===== src/rtl/midi_tx_arbiter.sv =====
// Round-robin arbiter that serialises whole MIDI messages from several sources
// onto one byte-level UART transmitter, with optional running-status compression.
module midi_tx_arbiter #(
  parameter int NUM_REQ        = 4,
  parameter bit RUNNING_STATUS = 1'b1,
  parameter int ACK_TIMEOUT    = 1023
) (
  input  logic                 clk,
  input  logic                 rst_n,
  input  logic [NUM_REQ-1:0]   req_valid,
  input  logic [8*NUM_REQ-1:0] req_status,
  input  logic [8*NUM_REQ-1:0] req_data1,
  input  logic [8*NUM_REQ-1:0] req_data2,
  output logic [NUM_REQ-1:0]   req_ready,
  output logic [7:0]           tx_data,
  output logic                 tx_start,
  input  logic                 tx_busy,
  output logic [1:0]           grant_id,
  output logic                 arb_busy,
  output logic                 err
);

  localparam int CNT_W = $clog2(ACK_TIMEOUT + 1);

  typedef enum logic [2:0] {IDLE, LATCH, START, ACK, DONE} state_t;

  state_t           state, state_nxt;
  logic [1:0]       last_grant;
  logic [1:0]       winner;
  logic [1:0]       rr_idx;
  logic             any_valid;
  logic [7:0]       b_status, b_d1, b_d2;
  logic [1:0]       byte_idx, last_idx;
  logic [CNT_W-1:0] ack_cnt;
  logic [7:0]       last_status;
  logic             rs_valid;

  logic [7:0]       cur_status, cur_d1, cur_d2;
  logic             is_drop, is_chan, is_sys_common, rs_skip;
  logic [1:0]       cls_last;
  logic             ack_expired;

  assign cur_status = req_status[8*grant_id +: 8];
  assign cur_d1     = req_data1[8*grant_id +: 8];
  assign cur_d2     = req_data2[8*grant_id +: 8];

  // Status classification; cls_last is the index of the final byte (0..2).
  always_comb begin
    is_drop       = ~cur_status[7];
    is_chan       = cur_status[7] && (cur_status[7:4] != 4'hF);
    is_sys_common = (cur_status[7:3] == 5'b11110);
    rs_skip       = RUNNING_STATUS && is_chan && rs_valid && (cur_status == last_status);
    if (is_chan && (cur_status[7:5] != 3'b110))
      cls_last = 2'd2;
    else if (is_chan)
      cls_last = 2'd1;
    else
      cls_last = 2'd0;
  end

  // Descending scan so the smallest offset from last_grant wins.
  always_comb begin
    winner    = last_grant;
    any_valid = 1'b0;
    rr_idx    = '0;
    for (int k = NUM_REQ; k >= 1; k--) begin
      rr_idx = 2'((int'(last_grant) + k) % NUM_REQ);
      if (req_valid[rr_idx]) begin
        winner    = rr_idx;
        any_valid = 1'b1;
      end
    end
  end

  assign ack_expired = (ack_cnt == CNT_W'(ACK_TIMEOUT));

  always_ff @(posedge clk or negedge rst_n) begin
    if (!rst_n)
      state <= IDLE;
    else
      state <= state_nxt;
  end

  always_comb begin
    state_nxt = state;
    tx_start  = 1'b0;
    err       = 1'b0;
    req_ready = '0;
    case (state)
      IDLE:  if (any_valid) state_nxt = LATCH;
      LATCH: begin
        req_ready = NUM_REQ'(1) << grant_id;
        if (is_drop) begin
          err       = 1'b1;
          state_nxt = IDLE;
        end else begin
          state_nxt = START;
        end
      end
      START: if (!tx_busy) begin
        tx_start  = 1'b1;
        state_nxt = ACK;
      end
      ACK: begin
        if (tx_busy)
          state_nxt = DONE;
        else if (ack_expired) begin
          err       = 1'b1;
          state_nxt = IDLE;
        end
      end
      DONE:  if (!tx_busy) state_nxt = (byte_idx == last_idx) ? IDLE : START;
      default: state_nxt = IDLE;
    endcase
  end

  assign arb_busy = (state != IDLE);

  // Message bytes need no reset: they are always captured before use.
  always_ff @(posedge clk) begin
    if (state == LATCH) begin
      b_status <= cur_status;
      b_d1     <= cur_d1;
      b_d2     <= cur_d2;
    end
  end

  always_ff @(posedge clk or negedge rst_n) begin
    if (!rst_n) begin
      grant_id    <= '0;
      last_grant  <= 2'(NUM_REQ - 1);
      tx_data     <= '0;
      byte_idx    <= '0;
      last_idx    <= '0;
      ack_cnt     <= '0;
      last_status <= '0;
      rs_valid    <= 1'b0;
    end else begin
      case (state)
        IDLE: if (any_valid) begin
          grant_id   <= winner;
          last_grant <= winner;
        end
        LATCH: if (!is_drop) begin
          if (is_sys_common) rs_valid <= 1'b0;
          byte_idx <= rs_skip ? 2'd1 : 2'd0;
          last_idx <= cls_last;
          tx_data  <= rs_skip ? cur_d1 : cur_status;
        end
        START: ack_cnt <= '0;
        ACK: if (!tx_busy) begin
          if (ack_expired)
            rs_valid <= 1'b0;
          else
            ack_cnt <= ack_cnt + 1'b1;
        end
        DONE: if (!tx_busy) begin
          // A channel status byte has just finished on the wire.
          if ((byte_idx == 2'd0) && (b_status[7:4] != 4'hF)) begin
            last_status <= b_status;
            rs_valid    <= 1'b1;
          end
          if (byte_idx != last_idx) begin
            byte_idx <= byte_idx + 1'b1;
            tx_data  <= (byte_idx == 2'd0) ? b_d1 : b_d2;
          end
        end
        default: ;
      endcase
    end
  end

endmodule


===== config.mk =====
export PLATFORM = sky130hd
export DESIGN_NAME = midi_tx_arbiter
export DESIGN_NICKNAME = d
export VERILOG_FILES = /design/src/rtl/midi_tx_arbiter.sv
export SDC_FILE = /design/constraint.sdc
export NUM_CORES = 1
export LEC_CHECK = 0
export CAP_MARGIN = 20
export CELL_PAD_IN_SITES_DETAIL_PLACEMENT = 1
export CELL_PAD_IN_SITES_GLOBAL_PLACEMENT = 1
export CORE_ASPECT_RATIO = 1.1
export CORE_MARGIN = 8
export CORE_UTILIZATION = 36
export DETAILED_ROUTE_END_ITERATION = 12
export PLACE_DENSITY = 0.9
export SLEW_MARGIN = 25
export SYNTH_ARGS = -nofsm -noshare
export SYNTH_HDL_FRONTEND = slang
export SYNTH_SLANG_ARGS = --single-unit

===== constraint.sdc =====
create_clock -name clk -period 5.3 [get_ports clk]
set_input_delay 0.53 -clock clk [delete_from_list [all_inputs] [get_ports clk]]
set_output_delay 0.53 -clock clk [all_outputs]
set_load 0.02 [all_outputs]

# After elaboration in Yosys (flattened, before gate mapping)
# Index checks and enable logic that the tools add are counted.
[op_classes] bitwise_logic=1 muxes=54 shifts=4 n_eq_ne=23 n_reduce_logical=18 order_cmp=4 n_addsub=6
[op_table] op="indexed part select 32 x 6 -> 8 bit" n=3
[op_table] op="2-to-1 mux 8 bit" n=5
[op_table] op="2-to-1 mux 1 bit" n=21
[op_table] op="2-to-1 mux 10 bit" n=2
[op_table] op="2-to-1 mux 2 bit" n=10
[op_table] op="inequality test 2 bit, second input constant" n=10
[op_table] op="one-hot mux 10 bit (2 select lines)" n=1
[op_table] op="one-hot mux 8 bit (2 select lines)" n=1
[op_table] op="2-to-1 mux 3 bit" n=5
[op_table] op="one-hot mux 3 bit (5 select lines)" n=1
[op_table] op="< comparator 2 x 3 -> 1 bit, second input constant" n=4
[op_table] op="adder 10 x 1 -> 10 bit, second input constant" n=1
[op_table] op="equality test 10 bit, second input constant" n=1
[op_table] op="binary-select mux 1 bit (select 2 bit)" n=4
[op_table] op="equality test 8 bit" n=1
[op_table] op="inequality test 4 bit, second input constant" n=2
[op_table] op="AND reduction 4 bit" n=2
[op_table] op="AND reduction 7 bit" n=1
[op_table] op="adder 2 x 1 -> 2 bit, second input constant" n=3
[op_table] op="equality test 3 x 2 -> 1 bit, second input constant" n=2
[op_table] op="inequality test 3 bit, second input constant" n=2
[op_table] op="AND reduction 3 bit" n=2
[op_table] op="nonzero test 3 bit" n=2
[op_table] op="equality test 5 bit, second input constant" n=1
[op_table] op="16 further kinds" n=23
[totals] out_inout_bits=17 regBits=62 wordCells=122

# Depth between registers and ports, before layout
# Gate-level depths: netlist (run 1).
[logic_depth] depth_word=9 ltp_mapped=8

# Worst setup path before layout (run 1)
# No wires, ideal clock.
[synth_timing] path_kind="reg-to-reg" startpoint="reg state[0]" endpoint="reg tx_data[5]" setup_time_ns=0.077 t_arrival_ns=3.816 required_time_ns=5.223 path_slack_ns=1.407 path_buffers=1 synth_period_minus_slack_ns=3.893 path_stages_with_launch=8 cell_sequence="dfrtp_1 clkbuf_1 nor3b_1 nand2_1 a22oi_1 o211a_1 a41oi_1 o21ai_1"
[synth_via] elab_chain_cells=3
[synth_lines] element="start, declared" line="27" rtl="state_t state, state_nxt;"
[synth_lines] element="start signal, assigned" line="81" rtl="state <= state_nxt;"
[synth_lines] element="equality test 3 bit or equality test 3 x 1 -> 1 bit (tied branches)" line="139" rtl="case (state)"
[synth_lines] element="inequality test 2 bit (no line) or nonzero test 2 bit (tied branches)"
[synth_lines] element="AND reduction 4 bit (no line)"
[synth_lines] element="end signal, assigned" line="148" rtl="tx_data <= rs_skip ? cur_d1 : cur_status;"
[synth_lines] element="end signal, assigned" line="165" rtl="tx_data <= (byte_idx == 2'd0) ? b_d1 : b_d2;"
[synth_lines] element="end, declared" line="15" rtl="output logic [7:0] tx_data,"
# Several ways; a longest one is shown, not always the timed one.
# A chain may end at the register's enable or synchronous reset.

# Worst setup path after layout (run 1)
[layout_timing] startpoint="reg state[1]" endpoint="out req_ready[2]"
[layout_via] elab_chain_cells=2
[layout_lines] element="equality test 3 x 1 -> 1 bit" line="89" rtl="case (state)"
[layout_lines] element="2-to-1 mux 4 bit" line="89"
[layout_lines] element="end, declared" line="14" rtl="output logic [NUM_REQ-1:0] req_ready,"
# No other way between the ends.

==> results_dict.tcl, run 1 <==
set metrics [dict create \
    outcome "completed" \
    fin_crit_sh_pct 66.1 \
    drc 0 \
    cts_root_buffer "clkbuf_8" \
    area_growth_pct 41.5 \
    fillers 1049 \
    cap_violations 0 \
    avgSynthCellArea_sq_um 12.1 \
    r2r_slack_ps 2250 \
    min_path_cells 1 \
    rows 38 \
    relSlewSlack_pct 41.4 \
    slew_violations 0 \
    cts_tree "built" \
    powerDensity_nw_per_um2 501 \
    dp_cells 524 \
    pin_count 120 \
    wl_per_cell_um 21.4 \
    final_hold_viol_count 0 \
    skew_ps 5.49 \
    clock_path_buffers 2 \
    yosys-top-cells-area "dfrtp_1, edfxtp_1, mux4_2" \
    postSynth.asyncResetShare_pct 61.3 \
    worstPathArrival_ps 2970 \
    start_kind "register" \
    seq_area_sq_um 1680 \
    die_y_um 121 \
    gp_congestion 0.805 \
    first_iter_violations 104 \
    worstHoldPathType "reg2reg" \
    worst_pin_slew_ps 878 \
    vias_per_cell 5.50 \
    fmax_mhz 285 \
    nets 520 \
    cp_slowest_cell "nor3b_2" \
    grt_pass1_vias 3446 \
    worstSkewPairLatency_ps 350 \
    grt_usage_pct 17.1 \
    synth_nets 401 \
    cts.clk_slew.worst_paths_ps 70 \
    cts_hold_buf 0 \
    multiInputGateArea_sq_um 1780 \
    crit_path_end_kind "output port" \
    final_common_cell "clkdlybuf4s50_1" \
    crit_chain "nor3b_2 > buf_4 > nand2_1 > nor2_1 > clkdlybuf4s50_1" \
    core_sq_um 9790 \
    synth_seq_cells 62 \
    hold-worst-slack_ps 484 \
    antenna_left 0 \
    synth_top_area_cell "dfrtp_1" \
    min_from "b_status[1]" \
    r2r_end "tx_data[7]" \
    finalSetupViolCount 0 \
    finalNonFillerCells 540 \
    initial_core_util_pct 36.6 \
    cts_resized 0 \
    antenna_cells 0 \
    rsz0062_at_grt "no" \
    synth.yosys.warnings 0 \
    grt.overflow.total 0 \
    path_max_fanout 17 \
    ys_types 61 \
    die_x_um 111 \
    worstRegToRegCells 6 \
    reg2reg_from "grant_id[0]" \
    grt_start_max_net_pins 39 \
    synth_area_sq_um 3580 \
    h-tree-depth 3 \
    post-cts-setup-buffer-count 0 \
    synth_edf_count 24 \
    critPathMaxStageDelay_ps 790 \
    timing.setup.tns_ps 0 \
    fin_crit_ps 3500 \
    numCtsBuffers 9 \
    drt_wl_total_um 11600 \
    drive_gt1_share_pct 15.2 \
    grt_pass1_wl_um 18100 \
    required_ps 4770 \
    crit_type "reg2out" \
    leakage_nw 2.01 \
    peakVddDrop_mv 0.290 \
    antenna_found_initial 0 \
    synth-seq-area-share_pct 46.8 \
    holdPathEnd "last_status[1]" \
    hpwlAfterDp_um 9100 \
    synth_flop_cell "dfrtp_1" \
    drt_first_pass_iters 4 \
    layout_common_cells "clkdlybuf4s50_1, dfrtp_1, edfxtp_1, mux4_2, nand2_1" \
    num_vias 2970 \
    cts.sinks 62 \
    synthCells 296 \
    die-area_sq_um 13400 \
    io_buffers 119 \
    netlist.area_leader.share_pct 25.2 \
]
flip-flops by register name, indices dropped and copies added, names as in the netlist:
signal and cells:
grant_id 2, byte_idx 2, b_status 8, rs_valid 1, state 3, last_status 8, last_idx 2, last_grant 2
b_d1 8, b_d2 8, tx_data 8, ack_cnt 10
synth_stat cells (all sizes together), types with 3 or more instances:
library cell and instances:
xnor2 6, inv 15, a41oi 3, and2 4, nand2b 4, mux2i 7, nand3 8, nand2 22
mux4 24, nand4 5, nor2 20, edfxtp 24, o21ai 20, or3 3, and3 3, clkbuf 7
xor2 8, nor3 9, a21oi 12, buf 6, nor4 5, a21o 3, mux2 11, dfrtp 36
a22o 5
metrics by stage:
step	power [mW]	setup slack, ps	cell area, sq um	utilization, %
global route	2.69	1620	5070	51.7
global placement	2.06	2170	4870	49.7
detailed placement	2.15	2140	4870	49.7
finish	2.54	1800	5070	51.7
CTS	2.56	1760	5060	51.7
floorplan	1.70	1410	3580	-
cell families after synthesis:
group	after synthesis	synth area share (%)
AOI/OAI and AO/OA	59	10.7
muxes	42	20.8
DFF	62	46.8
adders and majority gates	2	0.699
and+or+nand+nor	88	13.6
xor gates and xnor gates	14	3.63
buffers and inverters	29	3.77
critical path: cells and delay by family, from the launching register on:
kind | cells | cell delay [ps]
buffers and inverters | 2 | 1040
AND/OR/NAND/NOR | 3 | 1010
flip-flops | 1 | 570
final cells by class:
class | count | share of cell area [%]
inverters | 15 | 1.11
multi-input cells | 205 | 35.2
well taps | 120 | 2.96
clock inverters | 7 | 1.28
flip-flops and latches | 62 | 33.1
clock buffers | 9 | 2.44
repair buffers | 122 | 24.0
how the worst max path moves through the flow:
stage                startpoint           end  slack (ps)  depth (start not counted)
floorplan              state[0]    tx_data[5]        1410                          7
global placement    grant_id[0]           err        2170                          5
detailed placement     state[1]  req_ready[2]        2140                          5
CTS                    state[1]  req_ready[2]        1760                          5
global route        grant_id[0]           err        1620                          5
finish                 state[1]  req_ready[2]        1800                          5
routing by layer:
| metal | up-vias | wire (um) | track usage, % | part of all wire, % |
|---|---|---|---|---|
| met1 | 1498 | 4140 | 16.8 | 36 |
| met4 | 0 | 245 | 6.51 | 2.1 |
| met2 | 79 | 6690 | 33.6 | 58 |
| li1 | 1373 | - | - | - |
| met3 | 20 | 490 | 4.51 | 4.2 |
| met5 | - | 0 | 0 | 0 |
power by group:
part	leakage, nW	switching (mW)	internal (mW)
sequential	0.712	0.196	0.742
clock	0.0964	0.197	0.213
combinational	1.20	0.630	0.560
total	2.01	1.02	1.52
No activity file was read; power rests on OpenSTA's default activity.
==> inputs of run 2 (changes only) <==
==> constraint.sdc (replaced) <==
create_clock -name clk -period 3.3 [get_ports clk]
set_input_delay 0.33 -clock clk [delete_from_list [all_inputs] [get_ports clk]]
set_output_delay 0.33 -clock clk [all_outputs]
set_load 0.02 [all_outputs]
==> run 2 against run 1 <==
Global-route usage grew 0.47 points. Cell count grew 0.56%. Register-to-register slack lost 1600 ps. Largest power group unchanged. Cell area grew 0.27%. Core utilization grew 0.14 points. Clock skew grew 4.9 ps. Setup slack lost 1300 ps. Flip-flop and latch count is the same.
==> results_dict.tcl, run 2 (synthesis results as in run 1) <==
set metrics [dict create \
    cts_hold_buf 0 \
    worstHoldPathType "in2async" \
    crit_chain "mux4_2 > nor2_1 > nor2_1 > nor2_1 > clkdlybuf4s50_1" \
    num_vias 2997 \
    cp_top_family "multiplexers" \
    core_sq_um 9790 \
    slew_violations 0 \
    placedInstanceArea_sq_um 4900 \
    cts_root_buffer "clkbuf_8" \
    critPathMaxStageDelay_ps 660 \
    fin_area_sq_um 5080 \
    cp_slowest_cell "mux4_2" \
    die-area_sq_um 13400 \
    fin_crit_ps 2840 \
    drt_wl_total_um 11800 \
    cts_tree "built" \
    rsz0062_at_grt "no" \
    antenna_left 0 \
    drt_first_pass_iters 4 \
    grt_pass1_wl_um 18700 \
    skew_ps 10.4 \
    relSlewSlack_pct 59.6 \
    hpwlAfterDp_um 9370 \
    drive_gt1_share_pct 15.4 \
    grt_usage_pct 17.6 \
    grt.overflow.total 0 \
    fmax_mhz 352 \
    grtUsageMet2_pct 33.6 \
    die_y_um 121 \
    rows 38 \
    pin_count 120 \
    drc 0 \
    timing.setup.tns_ps 0 \
    crit_type "reg2out" \
    cts.clk_slew.worst_paths_ps 70 \
    worstSkewPairLatency_ps 350 \
    gp_congestion 0.850 \
    cap_violations 0 \
    r2r_end "tx_data[3]" \
    clock_path_buffers 2 \
    crit_path_end_kind "output port" \
    grt_start_max_net_pins 39 \
    h-tree-depth 3 \
    grt_pass1_vias 3486 \
    outcome "completed" \
    worstPathArrival_ps 2510 \
    cts.sinks 62 \
    numCtsBuffers 9 \
    cts_resized 0 \
    path_max_fanout 9 \
    start_kind "register" \
    worst-path-buf-inv 1 \
    largest_register "ack_cnt" \
    r2r_slack_ps 680 \
    layout_common_cells "clkdlybuf4s50_1, dfrtp_1, edfxtp_1, mux4_2, nand2_1" \
    powerDensity_nw_per_um2 806 \
    grt_use_met3_pct 3.67 \
    largest_register_ffs 10 \
    fin_util_pct 51.9 \
    use_met1_pct 18.4 \
    initial_core_util_pct 36.6 \
    wl_per_cell_um 21.7 \
    required_ps 2970 \
    reg2reg_from "grant_id[0]" \
    grt-busiest-layer "met2" \
    final_hold_viol_count 0 \
    post-cts-setup-buffer-count 0 \
    final_common_cell "clkdlybuf4s50_1" \
    vias_per_cell 5.52 \
    die_x_um 111 \
    antenna_cells 0 \
    critPathMostFrequentCell "nor2_1" \
    peakVddDrop_mv 0.403 \
    leakage_nw 2.02 \
    nets 523 \
    worstRegToRegCells 6 \
    antenna_found_initial 0 \
    area_growth_pct 41.9 \
    first_iter_violations 103 \
    fin_crit_sh_pct 86.1 \
    worst_pin_slew_ps 590 \
    io_buffers 119 \
    finalSetupViolCount 0 \
]
==> run 2: layout make-up <==
type	count	area, sq um
clock buffer	10	128
sequential	62	1680
inverter	15	56.3
fill	1038	4710
timing repair buffer	125	1240
clock inverter	6	52.6
tap	120	150
multi-input combinational	205	1780
==> run 2: metrics by stage <==
stage / hold WS, ps / total power, mW / instances / setup WS [ps]
after CTS: 446 / 4.13 / 543 / 425
final: 428 / 4.09 / 543 / 458
after global placement: 456 / 3.35 / 527 / 729
after global routing: 478 / 4.35 / 543 / 341
after detailed placement: 477 / 3.48 / 527 / 632
after floorplan: 34.4 / 2.73 / 296 / 425
==> run 2: worst max path at each step <==
stage | cells past startpoint | endpoint | slack (ps) | startpoint
after floorplan | 7 | tx_data[5] | 420 | state[0]
after global placement | 6 | err | 730 | req_status[31]
after detailed placement | 7 | tx_data[7] | 630 | req_status[29]
after CTS | 5 | err | 430 | grant_id[0]
after global routing | 5 | err | 340 | grant_id[0]
final | 5 | err | 460 | grant_id[0]
==> run 2: report_power, final <==
part / leakage, nW / switching, mW / internal, mW
clock network: 0.0949 / 0.305 / 0.340
logic: 1.21 / 1.07 / 0.920
registers: 0.712 / 0.271 / 1.19
==> run 2: layer usage <==
| layer | vias to the layer above | wire length, um |
|---|---|---|
| met5 | - | 0 |
| met4 | 0 | 280 |
| met3 | 26 | 514 |
| met2 | 84 | 6620 |
| met1 | 1518 | 4390 |
| li1 | 1369 | - |
